**src/rtl/div_seq_ctrl_pkg.sv**
```systemverilog
// Shared definitions for the DIV/DIVU sequencer: state encodings, default widths
// and the latched sign-flag bundle.
package div_seq_ctrl_pkg;

    localparam int DIV_WIDTH = 32;
    localparam int DIV_CNT_W = 6;

    localparam logic [1:0] DIV_IDLE = 2'b00;
    localparam logic [1:0] DIV_ZERO = 2'b01;
    localparam logic [1:0] DIV_BUSY = 2'b10;
    localparam logic [1:0] DIV_DONE = 2'b11;

    typedef struct packed {
        logic negQ;
        logic negR;
    } signFlags_t;

endpackage

```
**src/rtl/div_seq_ctrl_if.sv**
```systemverilog
// Control/data bus between the divide sequencer (master) and the restoring divider core (slave).
interface div_seq_ctrl_if
    import div_seq_ctrl_pkg::*;
#(
    parameter int WIDTH = DIV_WIDTH
);
    logic             core_load;
    logic             core_step;
    logic [WIDTH-1:0] core_op_a;
    logic [WIDTH-1:0] core_op_b;
    logic [WIDTH-1:0] core_q;
    logic [WIDTH-1:0] core_r;

    modport master (
        output core_load, core_step, core_op_a, core_op_b,
        input  core_q, core_r
    );

    modport slave (
        input  core_load, core_step, core_op_a, core_op_b,
        output core_q, core_r
    );
endinterface

```
**src/rtl/div_seq_ctrl_sign_fix.sv**
```systemverilog
// Operand magnitude extraction on the way into the core and quotient/remainder
// negation on the way out. Purely combinational.
module div_seq_ctrl_sign_fix
    import div_seq_ctrl_pkg::*;
#(
    parameter int WIDTH = DIV_WIDTH
) (
    input  logic             signedOp,
    input  logic [WIDTH-1:0] dividend,
    input  logic [WIDTH-1:0] divisor,
    output logic [WIDTH-1:0] magA,
    output logic [WIDTH-1:0] magB,
    output signFlags_t       startFlags,
    input  signFlags_t       heldFlags,
    input  logic [WIDTH-1:0] coreQ,
    input  logic [WIDTH-1:0] coreR,
    output logic [WIDTH-1:0] qOut,
    output logic [WIDTH-1:0] rOut
);
    logic negA;
    logic negB;

    assign negA = signedOp & dividend[WIDTH-1];
    assign negB = signedOp & divisor[WIDTH-1];

    // The most negative value negates to itself, which is still its correct unsigned magnitude.
    assign magA = negA ? -dividend : dividend;
    assign magB = negB ? -divisor  : divisor;

    assign startFlags.negQ = negA ^ negB;
    assign startFlags.negR = negA;

    assign qOut = heldFlags.negQ ? -coreQ : coreQ;
    assign rOut = heldFlags.negR ? -coreR : coreR;

endmodule

```
**src/rtl/div_seq_ctrl.sv**
```systemverilog
// EX-stage sequencer for the iterative radix-2 divider: stalls the pipeline while the
// core iterates, then writes the sign-corrected {HI,LO} pair with a one-cycle strobe.
module div_seq_ctrl
    import div_seq_ctrl_pkg::*;
#(
    parameter int WIDTH = DIV_WIDTH,
    parameter int CNT_W = DIV_CNT_W
) (
    input  logic                 clk,
    input  logic                 rst,
    input  logic                 div_validE,
    input  logic                 signed_divE,
    input  logic                 flushE,
    input  logic [WIDTH-1:0]     srcaE,
    input  logic [WIDTH-1:0]     srcbE,
    div_seq_ctrl_if.master       core,
    output logic                 stall_divE,
    output logic [2*WIDTH-1:0]   div_resultE,
    output logic                 div_result_validE
);
    localparam logic [CNT_W-1:0] LAST_CNT = CNT_W'(WIDTH - 1);

    logic [1:0]         stateReg;
    logic [1:0]         stateNext;
    logic [CNT_W-1:0]   cntReg;
    logic               loadReg;
    logic [WIDTH-1:0]   opAReg;
    logic [WIDTH-1:0]   opBReg;
    signFlags_t         signReg;
    logic               zeroReg;
    logic [2*WIDTH-1:0] resultReg;
    logic               validReg;

    logic               start;
    logic               divByZero;
    logic               writeBack;
    logic [WIDTH-1:0]   magA;
    logic [WIDTH-1:0]   magB;
    signFlags_t         startFlags;
    logic [WIDTH-1:0]   qOut;
    logic [WIDTH-1:0]   rOut;

    assign start     = (stateReg == DIV_IDLE) && div_validE && !flushE;
    assign divByZero = (srcbE == '0);
    assign writeBack = (stateReg == DIV_DONE) && !flushE;

    div_seq_ctrl_sign_fix #(
        .WIDTH (WIDTH)
    ) u_sign_fix (
        .signedOp   (signed_divE),
        .dividend   (srcaE),
        .divisor    (srcbE),
        .magA       (magA),
        .magB       (magB),
        .startFlags (startFlags),
        .heldFlags  (signReg),
        .coreQ      (core.core_q),
        .coreR      (core.core_r),
        .qOut       (qOut),
        .rOut       (rOut)
    );

    always_comb begin
        stateNext = stateReg;
        case (stateReg)
            DIV_IDLE: if (start) stateNext = divByZero ? DIV_ZERO : DIV_BUSY;
            DIV_ZERO: stateNext = flushE ? DIV_IDLE : DIV_DONE;
            DIV_BUSY: begin
                if (flushE)
                    stateNext = DIV_IDLE;
                else if (cntReg == LAST_CNT)
                    stateNext = DIV_DONE;
            end
            default:  stateNext = DIV_IDLE;
        endcase
    end

    // DONE never stalls: the divide retires this cycle and must not be re-launched by itself.
    always_comb begin
        stall_divE = 1'b0;
        case (stateReg)
            DIV_IDLE: stall_divE = div_validE & ~flushE;
            DIV_ZERO: stall_divE = ~flushE;
            DIV_BUSY: stall_divE = ~flushE;
            default:  stall_divE = 1'b0;
        endcase
    end

    always_ff @(posedge clk) begin
        if (rst) begin
            stateReg  <= DIV_IDLE;
            cntReg    <= '0;
            loadReg   <= 1'b0;
            opAReg    <= '0;
            opBReg    <= '0;
            signReg   <= '0;
            zeroReg   <= 1'b0;
            resultReg <= '0;
            validReg  <= 1'b0;
        end else begin
            stateReg <= stateNext;
            loadReg  <= start && !divByZero;
            validReg <= writeBack;

            if (start && !divByZero) begin
                opAReg  <= magA;
                opBReg  <= magB;
                signReg <= startFlags;
                cntReg  <= '0;
            end else if (stateReg == DIV_BUSY) begin
                cntReg  <= cntReg + 1'b1;
            end

            if (start)
                zeroReg <= divByZero;

            // The dividend is still held in EX during DONE, so the zero-divisor result reads it directly.
            if (writeBack)
                resultReg <= zeroReg ? {srcaE, {WIDTH{1'b1}}} : {rOut, qOut};
        end
    end

    // The core loads and performs its first iteration in the same (first BUSY) cycle.
    assign core.core_load = loadReg;
    assign core.core_step = (stateReg == DIV_BUSY);
    assign core.core_op_a = opAReg;
    assign core.core_op_b = opBReg;

    assign div_resultE       = resultReg;
    assign div_result_validE = validReg;

endmodule

```
**src/flat_wrapper.sv**
```systemverilog
// flat-port wrapper written by rule: the top's interface ports become plain ports
module div_seq_ctrl_flat import div_seq_ctrl_pkg::*;
#(
    parameter int WIDTH = DIV_WIDTH,
    parameter int CNT_W = DIV_CNT_W
)
  (clk, rst, div_validE, signed_divE, flushE, srcaE, srcbE, stall_divE, div_resultE, div_result_validE, core_core_load, core_core_step, core_core_op_a, core_core_op_b, core_core_q, core_core_r);
  div_seq_ctrl_if #(.WIDTH(WIDTH)) core_i ();
  input  logic clk;
  input  logic rst;
  input  logic div_validE;
  input  logic signed_divE;
  input  logic flushE;
  input  logic [WIDTH-1:0] srcaE;
  input  logic [WIDTH-1:0] srcbE;
  output logic stall_divE;
  output logic [2*WIDTH-1:0] div_resultE;
  output logic div_result_validE;
  output wire logic [$bits(core_i.core_load)-1:0] core_core_load;
  output wire logic [$bits(core_i.core_step)-1:0] core_core_step;
  output wire logic [$bits(core_i.core_op_a)-1:0] core_core_op_a;
  output wire logic [$bits(core_i.core_op_b)-1:0] core_core_op_b;
  input wire logic [$bits(core_i.core_q)-1:0] core_core_q;
  input wire logic [$bits(core_i.core_r)-1:0] core_core_r;
  assign core_core_load = core_i.core_load;
  assign core_core_step = core_i.core_step;
  assign core_core_op_a = core_i.core_op_a;
  assign core_core_op_b = core_i.core_op_b;
  assign core_i.core_q = core_core_q;
  assign core_i.core_r = core_core_r;
  div_seq_ctrl #(.WIDTH(WIDTH), .CNT_W(CNT_W)) u_core (.clk(clk), .rst(rst), .div_validE(div_validE), .signed_divE(signed_divE), .flushE(flushE), .srcaE(srcaE), .srcbE(srcbE), .core(core_i), .stall_divE(stall_divE), .div_resultE(div_resultE), .div_result_validE(div_result_validE));
endmodule
```
**config.mk**
```make
export PLATFORM = sky130hd
export DESIGN_NAME = div_seq_ctrl_flat
export DESIGN_NICKNAME = d
export VERILOG_FILES = /design/src/rtl/div_seq_ctrl_pkg.sv /design/src/rtl/div_seq_ctrl_if.sv /design/src/rtl/div_seq_ctrl_sign_fix.sv /design/src/rtl/div_seq_ctrl.sv /design/src/flat_wrapper.sv
export SDC_FILE = /design/constraint.sdc
export NUM_CORES = 1
export LEC_CHECK = 0
export ABC_AREA = 1
export ABC_CLOCK_PERIOD_IN_PS = 3100
export CORE_UTILIZATION = 25
export CTS_BUF_LIST = sky130_fd_sc_hd__clkbuf_8
export DETAILED_ROUTE_END_ITERATION = 7
export GPL_ROUTABILITY_DRIVEN = 0
export PLACE_DENSITY = 0.51
export SYNTH_ARGS = -nofsm -noshare
export SYNTH_HDL_FRONTEND = slang
export SYNTH_SLANG_ARGS = --single-unit
```
**constraint.sdc**
```tcl
create_clock -name clk -period 3.1 [get_ports clk]
set_input_delay 0.62 -clock clk [delete_from_list [all_inputs] [get_ports clk]]
set_output_delay 0.62 -clock clk [all_outputs]
set_load 0.01 [all_outputs]
```
==> out/qor.csv, run 1 <==
stage,metric,value,unit
run_status,run_status,finished clean,
die,start_util,0.2551,
clock_tree,cts_setup_buffers,0,
route,vias,10120,
placement,io_buffers,264,
synth,ys_types,42,
clock_tree,cts_buffers,17,
worst_setup_path,r2r_setup_slack,860,ps
timing,slew_violations,0,
timing,finalSetupViolCount,0,
route,drt-initial-drc-count,522,
placement,dp_slack,5.408,ps
synth,ys_ff_latch,141,
finish,stdcell_count,2188,
synth,ys.flop_type,dfxtp_1,
synth,ys.warnings.count,0,
worst_setup_path,cp.arrival,2150,ps
die,die_w,190.0,um
route,drc,0,
placement,dp_hpwl,27420,um
power,ir_drop,0.2533,mV
global_routing,antenna_found_initial,1,
global_routing,grt_pass1_vias,9727,
timing,rsz0062_at_grt,no,
timing,period_share,0.8925,
power,p_per_area,397.9,mW/mm2
worst_setup_path,worst_path_max_delay_cell,clkdlybuf4s50_1,
synth,seq_area_frac_synth,0.3195,
synth,avgSynthCellArea,6.080,um2
timing,fin_ws,333.1,ps
finish,most-common-layout-cells,"nand2_1 (476), clkdlybuf4s50_1 (263), nor2_1 (196)",
die,die_height,190.0,um
clock_tree,cts_tree,built,
finish,drive_gt1_frac,0.05020,
synth,async_flop_share,0,
clock_tree,clk_latency,490,ps
timing,relSlewSlack,0.3508,
synth,syn_inst,1453,
worst_setup_path,path_common_cell,clkdlybuf4s50_1,
die,rows,68,
worst_setup_path,worstReg2RegEnd,u_core.core.core_op_b[18],
finish,n_fill_cell,3751,
synth,synth_edf_count,0,
hold_path,min_path_type,reg2reg,
die,num_io_pins,265,
timing,setup_tns,0,ps
worst_setup_path,cp_cell_sequence,clkdlybuf4s50_1 > inv_1 > nand3_1 > buf_4 > a21oi_1 > clkdlybuf4s50_1,
synth,syn_nets,1594,
clock_tree,cts.path.max_buffers,2,
finish,fin_nets,1861,
timing,fin_crit,2767,ps
global_routing,grt.overflow.total,0,
hold_path,hp-start,u_core.core.core_op_b[8],
timing,max_freq,361.4,MHz
route,drtPass1Iterations,5,
placement,dpl.cell_count,2156,
worst_setup_path,worstSetupStartpointType,input port,
clock_tree,hold_buffers,0,
clock_tree,cts_resized,0,
worst_setup_path,setup.worst_path.class,in2out,
route,drtAntennaViolNets,0,
timing,skew,18.56,ps
global_routing,grt_max_degree,66,
worst_setup_path,required,2480,ps
worst_setup_path,rr_startpoint,u_core.stateReg[0],
global_routing,grt_first_pass_wirelength,54910,um
hold_path,min_to,u_core.core.core_op_b[8],
finish,seqCellArea,0.002823,mm2
die,dieArea,0.03609,mm2
finish,area_growth,41.20,%
hold_path,worstHoldPathCells,2,
timing,worst_pin_slew,967.9,ps
finish,diodes,0,
clock_tree,clockRootBuffer,clkbuf_8,
clock_tree,clkSlewWorstSetupHoldPaths,100,ps
finish,final_common_cell,nand2_1,
worst_setup_path,end_kind,primary output,
clock_tree,h-tree-depth,4,
worst_setup_path,slowest_delay,570,ps
power,p_leak,0.005495,uW
clock_tree,cts.sinks,141,
power,fin_total_pwr,4964,uW
synth,syn_area,0.008835,mm2
global_routing,grt_use_total,0.1976,
route,vias_per_cell,4.626,
die,core-area,0.03463,mm2
route,routed_wl,35440,um
job,max_cap_viol_count,0,
worst_setup_path,worstPathMaxFanout,4,
timing,finalHoldViolCount,0,
finish,multi_input_area,0.005211,mm2
worst_setup_path,rr_worst_depth,10,
route,wire_per_inst,16.20,um
-- how the worst max path moves through the flow --
stage                                   from                         to  slack [ps]
after floorplan               core_core_r[0]     u_core.div_resultE[48]        1200
after global placement              srcbE[0]  u_core.core.core_op_b[10]          40
after detailed placement            srcbE[0]  u_core.core.core_op_b[20]           5
after CTS                 u_core.stateReg[0]                 stall_divE         310
after global routing      u_core.stateReg[0]                 stall_divE         220
final                                 flushE                 stall_divE         330
-- final cells by class --
type,instances,area share
multi-input combinational,1114,0.4178
timing repair buffer,298,0.2349
inverter,148,0.04453
tap,455,0.04564
sequential,141,0.2263
clock buffer,17,0.01876
clock inverter,15,0.01214
-- state kept, by name, summed over array words and instances, names as in the netlist --
| register | flops |
|---|---|
| u_core.cntReg | 6 |
| u_core.core.core_op_a | 32 |
| u_core.stateReg | 2 |
| u_core.zeroReg | 1 |
| u_core.core.core_load | 1 |
| u_core.signReg | 2 |
| u_core.div_resultE | 64 |
| u_core.core.core_op_b | 32 |
| u_core.div_result_validE | 1 |
-- routing by layer --
| metal | track usage | vias up | share of wire |
|---|---|---|---|
| li1 | - | 5171 | - |
| met4 | 0.04342 | 2 | 0.0089 |
| met5 | 0 | - | 0.00037 |
| met1 | 0.2612 | 4603 | 0.46 |
| met3 | 0.04925 | 22 | 0.075 |
| met2 | 0.3214 | 323 | 0.45 |
-- Yosys cell counts (11+ instances only) --
| library cell | instances | area, um2 |
|---|---|---|
| nand2_1 | 477 | 1790 |
| nor2_1 | 196 | 735.7 |
| inv_1 | 143 | 536.8 |
| dfxtp_1 | 141 | 2823 |
| nand3_1 | 101 | 505.5 |
| a21oi_1 | 88 | 440.4 |
| o21ai_0 | 81 | 405.4 |
| xor2_1 | 52 | 455.4 |
| clkbuf_1 | 28 | 105.1 |
| nand4_1 | 23 | 143.9 |
| nor3_1 | 11 | 55.05 |
| xnor2_1 | 11 | 96.34 |
-- kinds of logic (layout without fill, tap and decap cells) --
logic type / after synthesis / after routing / share of synthesized area
fa+ha+maj: 8 / 8 / 0.01133
buf+inv: 198 / 478 / 0.09205
simple gates: 834 / 834 / 0.3856
xor+xnor: 63 / 63 / 0.06246
flops: 141 / 141 / 0.3195
compound gates: 208 / 208 / 0.1279
mux: 1 / 1 / 0.001133
-- per-stage QoR --
stage               instance area, um2  utilization  hold slack (ps)
floorplan                         8835            -            461.7
global placement                 12090       0.3491            431.8
detailed placement               12090       0.3491            435.5
CTS                              12470       0.3602            454.1
global route                     12470       0.3602            468.8
finish                           12470       0.3602            451.3
-- report_power, final --
group	internal [uW]	total (uW)	leakage [uW]	switching (uW)
combinational	621	1390	0.00417	772
sequential	1940	2010	0.00114	75.0
clock	661	1560	0.000186	898
total	3220	4960	0.00550	1740
-- critical path: cells and delay by family --
family	cells	cell delay, ps
buf+inv	4	1270
compound gates	1	140
simple gates	1	120
Power figures use the tool's default switching activity.
==> run 2, diff against run 1 <==
- ABC_AREA: 1 -> not set
- PLACE_DENSITY: 0.51 -> 0.52
==> run 2 against run 1 <==
Against the previous run: flip-flop and latch count unchanged; via count down 24%; core utilization up 3.3 points; die area down 14%; synthesized cell count down 39%; clock power up 8%; critical path type is now in2reg.
==> out/qor.csv, run 2 <==
stage,metric,value,unit
power,seq_power_share,0.413,
synth,synth_edf_count,0,
timing,fin_hold_ws,460.7,ps
hold_path,min_path_type,reg2reg,
timing,rsz0062_at_grt,no,
worst_setup_path,worstPathMaxFanout,7,
worst_setup_path,cp.arrival,3120,ps
worst_setup_path,worstSetupStartpointType,input port,
job,max_cap_viol_count,0,
finish,utilization,0.3928,
finish,n_fill_cell,3061,
finish,most-common-layout-cells,"clkdlybuf4s50_1 (263), dfxtp_1 (140), buf_4 (92)",
clock_tree,clkSlewWorstSetupHoldPaths,80,ps
global_routing,grt_pass1_vias,7541,
timing,finalSetupViolCount,0,
timing,max_freq,364.9,MHz
synth,syn_nets,1027,
synth,ys_top_cells_by_area,"dfxtp_1 (37%), xnor2_1 (7.7%), a22o_1 (7.0%)",
power,power_switching,1501,uW
synth,avgSynthCellArea,8.595,um2
synth,synth_top_area_share,0.3707,
finish,fin_nets,1351,
worst_setup_path,path_delay_family,simple AND/OR/NAND/NOR gates,
clock_tree,cts.path.max_buffers,2,
timing,relSlewSlack,0.3914,
route,routed_wl,28100,um
worst_setup_path,path_common_cell,buf_4,
die,core-area,0.02980,mm2
placement,dp_hpwl,21700,um
die,num_io_pins,265,
worst_setup_path,required,3480,ps
die,rows,63,
route,drc,0,
power,p_per_area,420.9,mW/mm2
synth,synth_top_area_cell,dfxtp_1,
timing,skew,13.73,ps
worst_setup_path,slowest_delay,560,ps
worst_setup_path,worst_path_max_delay_cell,or4_1,
timing,fin_crit,2740,ps
global_routing,grt_use_total,0.1786,
worst_setup_path,end_kind,flop,
power,p_sw_frac,0.3047,
power,combPwrFrac,0.246,
synth,ys.warnings.count,0,
timing,period_share,0.8840,
die,die_w,176.5,um
synth,syn_inst,886,
clock_tree,h-tree-depth,4,
clock_tree,cts_resized,0,
synth,ys_types,49,
finish,drive_gt1_frac,0.1219,
worst_setup_path,cp_cell_sequence,clkdlybuf4s50_1 > or3_1 > or4_1 > buf_4 > o41ai_1 > buf_4 > xnor2_1 > o21ai_0 > a21oi_1,
power,p_leak,0.004108,uW
power,intPower,3425,uW
finish,final_common_cell,clkdlybuf4s50_1,
route,vias_per_cell,4.777,
route,drt-initial-drc-count,320,
worst_setup_path,setup.worst_path.class,in2reg,
synth,synth.most_common_cell,dfxtp_1,
synth,syn_area,0.007615,mm2
worst_setup_path,critPathBufInv,3,
timing,slew_violations,0,
finish,largest_register_ffs,64,
global_routing,grt_first_pass_wirelength,42810,um
finish,diodes,0,
route,vias,7700,
clock_tree,cts_setup_buffers,0,
synth,ys.flop_type,dfxtp_1,
power,pwr-share-clk,0.341,
synth,ys_top_cells_by_count,"dfxtp_1 (141), nand2_1 (68), nor2_1 (68)",
clock_tree,clockRootBuffer,clkbuf_8,
power,fin_total_pwr,4926,uW
placement,io_buffers,264,
route,drtAntennaViolNets,0,
route,drtPass1Iterations,4,
clock_tree,hold_buffers,0,
finish,area_growth,53.71,%
power,ir_drop,0.1843,mV
global_routing,antenna_found_initial,0,
clock_tree,cts.sinks,141,
clock_tree,cts_buffers,17,
global_routing,grt_max_degree,59,
synth,seq_area_frac_synth,0.3707,
timing,worst_pin_slew,911.6,ps
global_routing,grt.overflow.total,0,
die,dieArea,0.03116,mm2
clock_tree,cts_tree,built,
die,start_util,0.2556,
synth,async_flop_share,0,
run_status,run_status,finished clean,
timing,finalHoldViolCount,0,
clock_tree,clk_latency,460,ps
route,wire_per_inst,17.43,um
synth,ys_ff_latch,141,
die,die_height,176.5,um
==> run 2: layout make-up <==
| type | instances | area (um2) | share of cell area |
|---|---|---|---|
| multi-input cells | 665 | 4448 | 0.3800 |
| repair buffers | 361 | 3428 | 0.2929 |
| flip-flops and latches | 141 | 2824 | 0.2413 |
| well taps | 390 | 488.0 | 0.04169 |
| clock buffers | 18 | 247.7 | 0.02117 |
| clock inverters | 13 | 178.9 | 0.01529 |
| inverters | 24 | 90.09 | 0.007696 |
==> run 2: worst register-to-register path: cells and delay by family, from the launching register on <==
family,cells,cell delay [ps]
adder cells (fa/ha/maj),1,250
buffers and inverters,3,430
flip-flops,1,340
AO/OA/AOI/OAI,1,180
AND/OR/NAND/NOR,3,700
==> run 2: logic make-up after synthesis <==
group / after synthesis / share of synthesized area
compound gates: 267 / 0.2476
simple gates: 261 / 0.1715
flops: 141 / 0.3707
xor+xnor: 124 / 0.1426
buf+inv: 80 / 0.04781
fa+ha+maj: 8 / 0.01315
mux: 5 / 0.006573
==> run 2: worst paths after layout <==
path,endpoint,startpoint,slack (ps),cells after the start
worst max-delay path,u_core.div_resultE[63],core_core_r[16],360,9
worst min-delay path,u_core.div_resultE[63],u_core.div_resultE[63],460,2
worst max register to register,u_core.core.core_op_a[31],u_core.stateReg[0],1160,8
worst min register to register,u_core.div_resultE[63],u_core.div_resultE[63],460,2
==> run 2: power groups by stage <==
stage	clock [uW]	sequential [uW]	combinational (uW)
2_1_floorplan	0	2080	530
3_3_place_gp	0	2070	1210
3_5_place_dp	0	2070	1220
4_1_cts	1720	2030	1220
5_1_grt	1800	2050	1320
6_report	1680	2030	1210
==> run 2: per-stage QoR <==
step	setup TNS [ps]	setup slack [ps]	cells	cell area [um2]
after floorplan	0	540.2	886	7615
after global placement	-123.3	-47.20	1581	11280
after detailed placement	-2400	-122.8	1581	11280
after global routing	0	247.7	1612	11710
after CTS	0	350.1	1612	11710
final	0	359.7	1612	11710
==> run 2: routing by layer <==
metal  vias up  share of wire  GRT usage
met5         -              0          0
met4         0          0.011    0.03987
met3        18          0.089    0.06998
met2       201           0.45     0.2779
met1      3598           0.45     0.2306
li1       3883              -          -
